**src/rtl/inst_fetch_pkg.sv**
```systemverilog
// Shared types and constants for the instruction fetch unit.
package inst_fetch_pkg;

  localparam int ADDR_W    = 8;
  localparam int INST_W    = 16;
  localparam int ENTRY_W   = INST_W + ADDR_W;
  localparam int MAX_DEPTH = 4;

  localparam logic [ADDR_W-1:0] RESET_PC_DEFAULT = 8'h00;

  typedef enum logic [1:0] {
    IDLE  = 2'd0,
    FETCH = 2'd1,
    DRAIN = 2'd2
  } fetch_state_t;

  function automatic logic [ADDR_W-1:0] pc_inc(input logic [ADDR_W-1:0] pc);
    return pc + 8'd1;
  endfunction

endpackage

```
**src/rtl/fetch_fifo.sv**
```systemverilog
// Prefetch buffer of {inst, pc} entries. Exposes the post-update count and
// head so the owner can register its outputs from the next-cycle view.
module fetch_fifo
  import inst_fetch_pkg::*;
#(
  parameter int DEPTH = 2
) (
  input  logic               clk,
  input  logic               rst_n,
  input  logic               push,
  input  logic [ENTRY_W-1:0] push_data,
  input  logic               pop,
  input  logic               flush,
  output logic [2:0]         count,
  output logic [2:0]         count_next,
  output logic [ENTRY_W-1:0] head_next
);

  logic [ENTRY_W-1:0] mem [MAX_DEPTH];
  logic [1:0]         rd_ptr;
  logic [1:0]         wr_ptr;
  logic [1:0]         rd_next;
  logic [1:0]         wr_next;
  logic               push_ok;
  logic               pop_ok;
  logic [2:0]         count_after_pop;

  function automatic logic [1:0] ptr_inc(input logic [1:0] p);
    return (p == 2'(DEPTH - 1)) ? 2'd0 : p + 2'd1;
  endfunction

  always_comb begin
    pop_ok          = pop && (count != 3'd0);
    count_after_pop = count - {2'b00, pop_ok};
    push_ok         = push && (count_after_pop < 3'(DEPTH));
    rd_next         = rd_ptr;
    wr_next         = wr_ptr;
    count_next      = count;
    head_next       = mem[rd_ptr];
    if (flush) begin
      rd_next    = 2'd0;
      wr_next    = 2'd0;
      count_next = 3'd0;
    end else begin
      rd_next    = pop_ok  ? ptr_inc(rd_ptr) : rd_ptr;
      wr_next    = push_ok ? ptr_inc(wr_ptr) : wr_ptr;
      count_next = count_after_pop + {2'b00, push_ok};
      // A word pushed into an otherwise empty buffer is the new head immediately.
      if (push_ok && (count_after_pop == 3'd0)) begin
        head_next = push_data;
      end else begin
        head_next = mem[rd_next];
      end
    end
  end

  always_ff @(posedge clk or negedge rst_n) begin
    if (!rst_n) begin
      rd_ptr <= 2'd0;
      wr_ptr <= 2'd0;
      count  <= 3'd0;
      for (int i = 0; i < MAX_DEPTH; i++) begin
        mem[i] <= '0;
      end
    end else begin
      rd_ptr <= rd_next;
      wr_ptr <= wr_next;
      count  <= count_next;
      if (push_ok && !flush) begin
        mem[wr_ptr] <= push_data;
      end
    end
  end

endmodule

```
**src/rtl/inst_fetch.sv**
```systemverilog
// Instruction fetch unit: sequential prefetch into a small buffer with
// redirect/flush handling and discard of in-flight responses.
module inst_fetch
  import inst_fetch_pkg::*;
#(
  parameter logic [ADDR_W-1:0] RESET_PC = RESET_PC_DEFAULT,
  parameter int                DEPTH    = 2
) (
  input  logic              clk,
  input  logic              rst_n,
  input  logic              redirect,
  input  logic [ADDR_W-1:0] pc_in,
  output logic              imem_req,
  output logic [ADDR_W-1:0] imem_addr,
  input  logic              imem_ack,
  input  logic [INST_W-1:0] imem_data,
  output logic [INST_W-1:0] inst,
  output logic [ADDR_W-1:0] inst_pc,
  output logic              inst_valid,
  input  logic              inst_ready
);

  fetch_state_t       state;
  logic [ADDR_W-1:0]  fetch_pc;
  logic               push;
  logic               pop;
  logic               flush;
  logic [2:0]         count;
  logic [2:0]         count_next;
  logic [ENTRY_W-1:0] head_next;

  always_comb begin
    flush = redirect;
    push  = (state == FETCH) && imem_req && imem_ack && !redirect;
    pop   = inst_valid && inst_ready && !redirect;
  end

  fetch_fifo #(
    .DEPTH (DEPTH)
  ) u_fifo (
    .clk        (clk),
    .rst_n      (rst_n),
    .push       (push),
    .push_data  ({imem_data, imem_addr}),
    .pop        (pop),
    .flush      (flush),
    .count      (count),
    .count_next (count_next),
    .head_next  (head_next)
  );

  // In DRAIN, fetch_pc already holds the redirect target while imem_addr keeps the stale address.
  always_ff @(posedge clk or negedge rst_n) begin
    if (!rst_n) begin
      state     <= IDLE;
      imem_req  <= 1'b0;
      imem_addr <= RESET_PC;
      fetch_pc  <= RESET_PC;
    end else begin
      case (state)
        IDLE: begin
          if (redirect) begin
            fetch_pc  <= pc_in;
            imem_addr <= pc_in;
            imem_req  <= 1'b1;
            state     <= FETCH;
          end else if (count < 3'(DEPTH)) begin
            imem_addr <= fetch_pc;
            imem_req  <= 1'b1;
            state     <= FETCH;
          end else begin
            imem_req <= 1'b0;
          end
        end
        FETCH: begin
          if (redirect && imem_ack) begin
            fetch_pc  <= pc_in;
            imem_addr <= pc_in;
          end else if (redirect) begin
            fetch_pc <= pc_in;
            state    <= DRAIN;
          end else if (imem_ack) begin
            fetch_pc  <= pc_inc(fetch_pc);
            imem_addr <= pc_inc(fetch_pc);
            if (count_next >= 3'(DEPTH)) begin
              imem_req <= 1'b0;
              state    <= IDLE;
            end
          end else begin
            imem_req <= 1'b1;
          end
        end
        DRAIN: begin
          if (imem_ack) begin
            fetch_pc  <= redirect ? pc_in : fetch_pc;
            imem_addr <= redirect ? pc_in : fetch_pc;
            state     <= FETCH;
          end else if (redirect) begin
            fetch_pc <= pc_in;
          end else begin
            imem_req <= 1'b1;
          end
        end
        default: begin
          state    <= IDLE;
          imem_req <= 1'b0;
        end
      endcase
    end
  end

  // Presented instruction mirrors the buffer head after this cycle's push/pop/flush.
  always_ff @(posedge clk or negedge rst_n) begin
    if (!rst_n) begin
      inst_valid <= 1'b0;
      inst       <= 16'h0000;
      inst_pc    <= 8'h00;
    end else begin
      inst_valid <= (count_next != 3'd0);
      if (count_next != 3'd0) begin
        inst    <= head_next[ENTRY_W-1:ADDR_W];
        inst_pc <= head_next[ADDR_W-1:0];
      end else begin
        inst    <= inst;
        inst_pc <= inst_pc;
      end
    end
  end

endmodule

```
**config.mk**
```make
export PLATFORM = sky130hd
export DESIGN_NAME = inst_fetch
export DESIGN_NICKNAME = d
export VERILOG_FILES = /design/src/rtl/inst_fetch_pkg.sv /design/src/rtl/fetch_fifo.sv /design/src/rtl/inst_fetch.sv
export SDC_FILE = /design/constraint.sdc
export NUM_CORES = 1
export LEC_CHECK = 0
export CAP_MARGIN = 20
export CELL_PAD_IN_SITES_DETAIL_PLACEMENT = 0
export CELL_PAD_IN_SITES_GLOBAL_PLACEMENT = 1
export CORE_MARGIN = 3
export CORE_UTILIZATION = 47
export DETAILED_ROUTE_END_ITERATION = 10
export PLACE_DENSITY_LB_ADDON = 0.15
export SLEW_MARGIN = 0
export SYNTH_ARGS = -nofsm -noshare
export SYNTH_HDL_FRONTEND = slang
export SYNTH_SLANG_ARGS = --single-unit
```
**constraint.sdc**
```tcl
create_clock -name clk -period 5.5 [get_ports clk]
set_input_delay 1.65 -clock clk [delete_from_list [all_inputs] [get_ports clk]]
set_output_delay 1.65 -clock clk [all_outputs]
set_load 0.05 [all_outputs]
```
==> Word level (Yosys, flattened, before mapping) <==
Index checks and enable logic that the tools add are counted.
Widths: inputs -> output; s select.
{ "word_totals": {"regBits": 147, "output_inout_bits": 34} }
{ "classes": {"add_sub_neg": 5, "n_lt_le_gt_ge": 7, "n_eq_ne": 16, "n_mux": 46, "bitwise_logic": 3, "reduce_logical": 24} }
{ "ops": {"columns": ["operator", "count"], "rows": [
  ["$mux 24", 7],
  ["$bmux 24 s2", 2],
  ["$bwmux 96", 1],
  ["$mux 8", 9],
  ["$demux 24 s2", 1],
  ["$mux 2", 13],
  ["$pmux 8 s3", 1],
  ["$pmux 8 s2", 1],
  ["$reduce_and 5->1", 3],
  ["$ne 3x2->1 const B", 4],
  ["$logic_and 1x1->1", 11],
  ["$ne 2x2->1 const B", 5],
  ["$ge 3x3->1 const B", 3],
  ["$not 2->3", 3],
  ["$reduce_bool 3->1", 3],
  ["$add 8x1->8 const B", 1],
  ["$mux 1", 8],
  ["$eq 2x1->1 const B", 3],
  ["$lt 3x2->1 const B", 2],
  ["$ne 3x3->1 const B", 2],
  ["$pmux 2 s3", 1],
  ["$add 2x1->2 const B", 2],
  ["$ne 4x3->1 const B", 1],
  ["$reduce_bool 2->1", 2],
  ["other kinds (12)", 12]
]} }

==> Longest topological paths before layout <==
Gate-level depths: netlist (run 1).
{ "logic_depth": {"word_depth": 14, "mapped_depth": 18, "depth_no_buf": 13} }

==> By module <==
A second synthesis (run 1) with hierarchy kept.
{ "hier_totals": {"cells_unflattened": 740, "hier_area_um2": 8570.7} }
{ "modules_own_cells": {"columns": ["mod", "n_inst", "cells_per_inst", "area_per_inst_um2", "seq_area_each_um2"], "rows": [
  ["fetch_fifo", 1, 510, 6180.9, 2577.5],
  ["inst_fetch", 1, 230, 2389.8, 1101.1]
]} }

==> Least setup slack after synthesis (run 1) <==
OpenSTA, ideal clock, no wires.
{ "synth_timing": {"path_kind": "input to register", "from": "in redirect", "to": "reg inst[0]", "arrival_time_ps": 5420, "path_slack_ps": -43, "stages": 18, "n_path_buf": 5, "cell_sequence": "buf_2 nand3b_1 clkbuf_1 clkbuf_1 nor2_1 ha_1 ha_1 xor2_1 nor4_4 ha_1 ha_1 xnor3_1 nor2b_1 a21oi_2 buf_2 clkbuf_1 nand4_1 o221a_2"} }
{ "synth_between": {"elab_chain_len": 10} }
{ "synth_lines": {"columns": ["element", "line", "source"], "rows": [
  ["start: declaration", "inst_fetch.sv:11", "input logic redirect,"],
  ["branches (longest 10 deep; another with $sub 3x1->3)", null, null],
  ["end signal: assignment", "inst_fetch.sv:121", "inst <= head_next[ENTRY_W-1:ADDR_W];"],
  ["end signal: assignment", "inst_fetch.sv:124", "inst <= inst;"],
  ["end: declaration", "inst_fetch.sv:17", "output logic [INST_W-1:0] inst,"]
]} }
Parallel ways; which one is timed is not known. The select of a mux whose other input is x is not followed.
A chain may end at the register's enable or synchronous reset.

==> Final worst setup path (run 1) <==
{ "layout_timing": {"from": "in redirect", "to": "reg inst[7]"} }
The elaborated chain is that of the path after synthesis.

==> results by group, run 1 <==
Cells and area
  • Fin nets: 842
  • Final Cell Area: 9500 µm²
  • Register Area: 3680 µm²
  • Diodes inserted: 0
  • Most common cell after layout, fill and taps aside: dfrtp_1
  • Commonest non-fill, non-tap cells in the layout: 146 x dfrtp_1, 96 x mux2_2, 75 x nand4_1, 61 x clkdlybuf4s50_1, 53 x nand2_1
  • Area growth, synth to finish: 15.6%
  • Multi-input logic area: 4170 µm²
  • Filler cells: 1457
  • Layout cells sized above 1: 0.233

Die
  • Die area: 19100 µm²
  • Ports: 63
  • Initial Utilization: 0.487
  • Core area: 16900 µm²
  • Die height: 138 µm
  • DIE WIDTH: 138 µm
  • # rows: 47

Critical path
  • CP startpoint: redirect
  • Slowest stage cell, crit path: clkdlybuf4s50_1
  • Crit path launch type: input pin
  • Critical path class: in2reg
  • CP Capture Type: flip-flop
  • Req. time, crit path: 5.81 ns
  • CP Depth: 15
  • Cell Chain, Critical Path: clkdlybuf4s50_1, nand3b_1, nor2_1, ha_1, ha_1, xor2_1, nor4_4, ha_1, ha_1, xnor3_1, nor2b_1, a21oi_4, nand3_1, buf_4, o221a_2
  • Reg2Reg Setup Slack: 1.91 ns
  • Critical path's top delay family: simple AND/OR/NAND/NOR gates
  • Critical Path Max Stage Delay: 0.42 ns
  • Worst-path maximum fanout: 18
  • Worst path most repeated cell: ha_1
  • CP Capture Point: inst[7]
  • Arr. time, crit path: 5.12 ns
  • WP buf/inv: 2
  • R2R cell count: 14
  • RR Startpoint: u_fifo.count[1]
  • Reg2reg end: inst[7]

Synthesis
  • Post-synth net total: 823
  • Syn. warnings: 0
  • Syn Inst Count: 789
  • Synthesized area: 8220 µm²
  • Seq/Total Area, Yosys: 0.447
  • EDFF count, synth: 0
  • Predominant post-synthesis flop cell: dfrtp_1
  • Asr flop ratio synth: 1.00
  • Synthesized area per cell: 10.4 µm²
  • Yosys reg bits: 147
  • Synth cell types: 52

Global route
  • Global Route Usage Sum: 0.236
  • Largest net degree at the start of global routing: 100
  • Global-route wire length before repair: 36.7 mm
  • Vias in the first global route: 6894
  • Total grt overflow: 0
  • Initial antenna violation count: 0

Placement
  • Cell area after placement: 8960 µm²
  • GP Congestion: 0.794
  • Place WS: 0.257 ns
  • IO buf count: 62
  • Detail Placement HPWL: 13.2 mm

Outcome
  • Status: finished clean

Clock tree
  • Num CTS Buffers: 17
  • Hold-fix buffers, CTS: 0
  • Clk sink count: 147
  • Worst-case clock buffer depth: 2
  • H-tree Lvls: 4
  • Postcts setup bufs: 0
  • TritonCTS clock tree: done
  • Worst-skew pair later-pin latency: 0.43 ns
  • Post-CTS sizing: 0
  • Clock root buffer: clkbuf_16
  • Reg clk slew, reported paths: 0.06 ns

Power and ir drop
  • Switching Share: 0.408
  • Clk pwr share: 0.227
  • Lkg Pwr: 3.81 nW
  • Worst VDD drop: 411 µV
  • PD cells: 496 nW/µm²
  • Sequential Power Share: 0.377
  • Psw: 1.93 mW
  • Cell-internal power: 2.79 mW
  • Logic gate share of total power: 0.396

Drt
  • Vias/cell: 6.47
  • Avg WL per Cell: 21.5 µm
  • 1st-pass router iterations: 4
  • Total Routed Length: 22.4 mm
  • Vias: 6738
  • Drt drc: 0
  • Initial DRC Count: 521
  • DRT antenna net count: 0

STA
  • Setup_tns: 0 ns
  • RSZ-0062 raised after global routing: no
  • WHS: 0.506 ns
  • Post-route setup slack: 0.697 ns
  • Fmax: 208 MHz
  • Crit path time final: 4.80 ns
  • Final Hold Viols: 0
  • Slew Viols, Final: 0
  • Post-route clock period utilization: 0.873
  • Tightest Pin Transition: 0.975 ns
  • Slew Limit Headroom: 0.350
  • Setup Viol. Count Final: 0
  • Final Skew: 0.0100 ns

Run
  • Max cap viols: 0

Worst hold path
  • Hold crit path type: reg2reg
[cells in the mapped netlist, types with 4 or more instances]
| library cell | n | area share |
|---|---|---|
| o22ai_1 | 11 | 0.0084 |
| clkbuf_1 | 69 | 0.032 |
| o21ai_0 | 40 | 0.024 |
| inv_1 | 10 | 0.0046 |
| nor2_1 | 20 | 0.0091 |
| nor3_1 | 5 | 0.0030 |
| buf_1 | 7 | 0.0032 |
| ha_1 | 5 | 0.0076 |
| and4_1 | 24 | 0.026 |
| mux2_2 | 96 | 0.13 |
| nand4_1 | 75 | 0.057 |
| nand3_1 | 6 | 0.0037 |
| nor4b_1 | 25 | 0.027 |
| o211ai_1 | 49 | 0.045 |
| dfrtp_1 | 147 | 0.45 |
| a21oi_1 | 9 | 0.0055 |
| nand2b_1 | 28 | 0.021 |
| mux2i_1 | 4 | 0.0049 |
| nand2_1 | 53 | 0.024 |
| o221a_2 | 25 | 0.034 |
| nor2b_1 | 5 | 0.0038 |
| xor2_1 | 4 | 0.0043 |
| a211oi_1 | 4 | 0.0037 |
| buf_2 | 6 | 0.0037 |
| xnor2_1 | 4 | 0.0043 |
| a22oi_1 | 26 | 0.024 |
[how the worst min path moves through the flow]
stage / startpoint / endpoint / slack [ns] / depth (start not counted)
after global placement: u_fifo.mem[4] / u_fifo.mem[4] / 0.48 / 2
after floorplan: u_fifo.mem[4] / u_fifo.mem[4] / 0.46 / 2
final: u_fifo.mem[4] / u_fifo.mem[4] / 0.51 / 2
after detailed placement: u_fifo.mem[4] / u_fifo.mem[4] / 0.49 / 2
after CTS: u_fifo.mem[4] / u_fifo.mem[4] / 0.51 / 2
after global routing: u_fifo.mem[44] / u_fifo.mem[44] / 0.53 / 1
[sequential cells by signal (all words and copies together), names as in the netlist]
register       count
u_fifo.wr_ptr      2
imem_addr          8
u_fifo.count       3
state              2
fetch_pc           8
inst_pc            8
inst_valid         1
inst              16
u_fifo.mem        96
u_fifo.rd_ptr      2
imem_req           1
[per-layer routing]
metal | track usage | part of all wire
met1 | 0.314 | 0.44
met2 | 0.373 | 0.48
met3 | 0.0628 | 0.062
met4 | 0.0848 | 0.020
met5 | 0 | 0
[cells by family after synthesis]
family / synth area share
buf+inv: 0.0475
xor+xnor: 0.0113
flops: 0.447
compound gates: 0.159
mux: 0.136
simple gates: 0.191
fa+ha+maj: 0.00761
[cell type report]
cell class,count,share of cell area
multi-input cells,546,0.439
flip-flops and latches,147,0.387
repair buffers,86,0.0844
clock buffers,19,0.0477
well taps,220,0.0290
clock inverters,13,0.00922
inverters,10,0.00395
[power groups by stage]
| stage | Combinational (mW) | Clock (mW) | Sequential, mW |
|---|---|---|---|
| 4_1_cts | 1.88 | 1.09 | 1.78 |
| 3_3_place_gp | 1.83 | 0 | 1.77 |
| 6_report | 1.87 | 1.07 | 1.78 |
| 5_1_grt | 2.00 | 1.14 | 1.83 |
| 3_5_place_dp | 1.88 | 0 | 1.79 |
| 2_1_floorplan | 0.971 | 0 | 2.07 |
[per-stage QoR]
| stage | util | instances | total power [mW] |
|---|---|---|---|
| after detailed placement | 0.531 | 1009 | 3.67 |
| final | 0.563 | 1041 | 4.72 |
| after CTS | 0.563 | 1041 | 4.75 |
| after floorplan | - | 789 | 3.05 |
| after global routing | 0.563 | 1041 | 4.97 |
| after global placement | 0.531 | 1009 | 3.60 |
[worst register-to-register path, delay by kind of cell (launching register included)]
kind	cells	cell delay, ns
AND/OR/NAND/NOR	5	0.96
adder cells (fa/ha/maj)	4	0.76
XOR/XNOR	2	0.60
AO/OA/AOI/OAI	2	0.49
flip-flops	1	0.43
buffers and inverters	1	0.23
No activity file was read; power rests on OpenSTA's default activity.
==> inputs of run 2 (changes only) <==
--- a/config.mk
+++ b/config.mk
@@ -5,6 +5,7 @@
 export SDC_FILE = /design/constraint.sdc
 export NUM_CORES = 1
 export LEC_CHECK = 0
+export ABC_AREA = 0
 export CAP_MARGIN = 20
 export CELL_PAD_IN_SITES_DETAIL_PLACEMENT = 0
 export CELL_PAD_IN_SITES_GLOBAL_PLACEMENT = 1
@@ -12,6 +13,7 @@
 export CORE_UTILIZATION = 47
 export DETAILED_ROUTE_END_ITERATION = 10
 export PLACE_DENSITY_LB_ADDON = 0.15
+export SKIP_CTS_REPAIR_TIMING = 1
 export SLEW_MARGIN = 0
 export SYNTH_ARGS = -nofsm -noshare
 export SYNTH_HDL_FRONTEND = slang
==> results of run 2 <==
The final DEF is identical to that of run 1; final timing and power are the same.
==> inputs of run 3 (changes only) <==
--- a/config.mk
+++ b/config.mk
@@ -9,7 +9,6 @@
 export CAP_MARGIN = 20
 export CELL_PAD_IN_SITES_DETAIL_PLACEMENT = 0
 export CELL_PAD_IN_SITES_GLOBAL_PLACEMENT = 1
-export CORE_MARGIN = 3
 export CORE_UTILIZATION = 47
 export DETAILED_ROUTE_END_ITERATION = 10
 export PLACE_DENSITY_LB_ADDON = 0.15
==> constraint.sdc (replaced) <==
create_clock -name clk -period 5.17 [get_ports clk]
set_input_delay 1.551 -clock clk [delete_from_list [all_inputs] [get_ports clk]]
set_output_delay 1.551 -clock clk [all_outputs]
set_load 0.02 [all_outputs]
==> run 3 against run 2 <==
  * Combinational power decreased by 9.6%
  * Clock power increased by 18%
  * Worst setup slack got worse by 0.19 ns
  * Count of clock-buffer cells in the layout increased by 1
  * Largest cell class unchanged
==> results by group, run 3 (synthesized netlist as in run 1, its figures left out) <==
STA
  • Crit path time final: 4.66 ns
  • Setup_tns: 0 ns (unchanged)
  • Final Hold Viols: 0 (unchanged)
  • Fmax: 214 MHz
  • Final Skew: 0.00716 ns (-0.00284 ns)
  • Setup Viol. Count Final: 0 (unchanged)
  • Post-route clock period utilization: 0.902
  • Slew Limit Headroom: 0.306 (-0.0438)
  • RSZ-0062 raised after global routing: no
  • Slew Viols, Final: 0 (unchanged)
  • Tightest Pin Transition: 1.04 ns (+0.0635 ns)

Clock tree
  • Reg clk slew, reported paths: 0.06 ns (about the same)
  • TritonCTS clock tree: done
  • H-tree Lvls: 4 (unchanged)
  • Num CTS Buffers: 17 (unchanged)
  • Clock root buffer: clkbuf_16
  • Clk sink count: 147 (unchanged)
  • Worst-case clock buffer depth: 2 (unchanged)
  • Worst-skew pair later-pin latency: 0.42 ns (about the same)

Power and ir drop
  • Lkg Pwr: 3.84 nW (+0.93%)
  • Worst VDD drop: 314 µV (-24%)
  • PD cells: 505 nW/µm² (+1.8%)
  • PnR Total Power: 4.85 mW (+2.8%)

Worst hold path
  • Hold crit path type: reg2reg
  • Min-Delay Endpoint: u_fifo.mem[4]
  • Worst Hold Depth: 2 (unchanged)
  • Hold path start: u_fifo.mem[4]

Cells and area
  • Commonest non-fill, non-tap cells in the layout: 146 x dfrtp_1, 96 x mux2_2, 75 x nand4_1, 61 x clkdlybuf4s50_1, 53 x nand2_1
  • Top reg by flops: u_fifo.mem
  • Filler cells: 1437 (-1.4%)
  • Final Util: 0.571 (+0.00777)
  • Most common cell after layout, fill and taps aside: dfrtp_1
  • Biggest regs: u_fifo.mem: 96 flops, inst: 16 flops
  • Fin nets: 845 (+0.36%)
  • Area growth, synth to finish: 16.8%
  • Register Area: 3680 µm² (unchanged)
  • Diodes inserted: 0 (unchanged)
  • Multi-input logic area: 4180 µm² (+0.18%)
  • Layout cells sized above 1: 0.234 (+0.00158)
  • Largest register FFs: 96 (unchanged)

Drt
  • Drt drc: 0 (unchanged)
  • DRT antenna net count: 0 (unchanged)
  • Vias/cell: 6.55 (+1.3%)
  • 1st-pass router iterations: 7 (+3)
  • Avg WL per Cell: 21.9 µm (+1.7%)
  • Initial DRC Count: 493 (-5.4%)
  • Vias: 6843 (+1.6%)
  • Total Routed Length: 22.9 mm (+2.0%)

Critical path
  • R2R cell count: 14 (unchanged)
  • Reg2reg end: inst[4]
  • Req. time, crit path: 5.53 ns (-0.28 ns)
  • Reg2Reg Setup Slack: 1.64 ns (-0.27 ns)
  • Worst-path maximum fanout: 21 (+3)
  • Crit path launch type: input pin
  • Critical path class: in2reg
  • CP Capture Type: flip-flop
  • Arr. time, crit path: 5.02 ns (-0.10 ns)
  • RR Startpoint: u_fifo.count[1]

Die
  • Die height: 134 µm (-2.9%)
  • Core area: 16800 µm² (-0.35%)
  • Initial Utilization: 0.489 (+0.00170)
  • Ports: 63 (unchanged)
  • DIE WIDTH: 134 µm (-2.9%)
  • Die area: 18000 µm² (-5.7%)
  • # rows: 47 (unchanged)

Global route
  • Global Route Usage Sum: 0.264 (+0.0281)
  • Global-route wire length before repair: 37.1 mm (+1.1%)
  • Initial antenna violation count: 0 (unchanged)
  • Largest net degree at the start of global routing: 99 (-1.0%)
  • Total grt overflow: 0 (unchanged)
  • Vias in the first global route: 7007 (+1.6%)

Run
  • Max cap viols: 0 (unchanged)

Placement
  • IO buf count: 62 (unchanged)
  • Detail Placement HPWL: 13.6 mm (+2.9%)
  • GP Congestion: 0.783 (-1.4%)

Outcome
  • Status: finished clean
-- run 3: cell types whose count changed in the layout (fill, tap and decap cells not counted) --
cell        before  now
clkinv_2         5    1
nand3_2          1    2
clkinvlp_4       6    5
bufinv_16        0    3
clkbuf_8         2    0
clkbuf_1         0    3
buf_12           0    1
nand3_1          6    5
clkinv_4         2    3
ha_2             0    1
buf_4           24   26
ha_1             5    4
-- run 3: critical path: stages --
cell and delay, ns:
clkdlybuf4s50_1 0.52, nand3b_1 0.14, nor2_1 0.06, ha_1 0.21
ha_1 0.23, xor2_1 0.20, nor4_4 0.33, ha_2 0.23
ha_1 0.14, xnor3_1 0.40, nor2b_1 0.19, a21oi_4 0.19
buf_4 0.28, buf_4 0.17, o221a_2 0.17
-- run 3: area by class of cell --
type,count,area share
inverters,10,0.00391
clock inverters,12,0.0165
well taps,220,0.0287
repair buffers,89,0.0872
multi-input cells,546,0.435
flip-flops and latches,147,0.383
clock buffers,20,0.0455
-- run 3: per-layer routing --
layer	global-route usage	vias to the layer above	routed length, µm
met5	0	-	0
met4	0.105	0	478
met3	0.0378	40	1130
met2	0.455	223	11400
met1	0.333	3501	9860
li1	-	3079	-
-- run 3: power by group --
part / total [mW] / switching (mW) / internal, mW
logic: 1.69 / 0.858 / 0.833
registers: 1.90 / 0.395 / 1.51
clock network: 1.26 / 0.496 / 0.760
-- run 3: how the worst max path moves through the flow --
| stage | from | end | slack (ns) | depth (start not counted) |
|---|---|---|---|---|
| finish | redirect | inst[4] | 0.51 | 15 |
| global route | redirect | inst_pc[5] | 0.34 | 15 |
| CTS | redirect | inst[4] | 0.52 | 15 |
| detailed placement | redirect | inst[9] | 0.1 | 15 |
| global placement | redirect | inst[1] | 0.24 | 15 |
| floorplan | redirect | inst[0] | 0.008 | 17 |
-- run 3: metrics by stage --
stage | hold WS (ns) | std cells | worst slack [ns] | instance area (µm²)
2_1_floorplan | 0.464 | 789 | 0.00788 | 8270
3_3_place_gp | 0.483 | 1012 | 0.242 | 9010
3_5_place_dp | 0.495 | 1012 | 0.0977 | 9010
4_1_cts | 0.508 | 1044 | 0.521 | 9600
5_1_grt | 0.522 | 1044 | 0.341 | 9600
6_report | 0.504 | 1044 | 0.507 | 9600
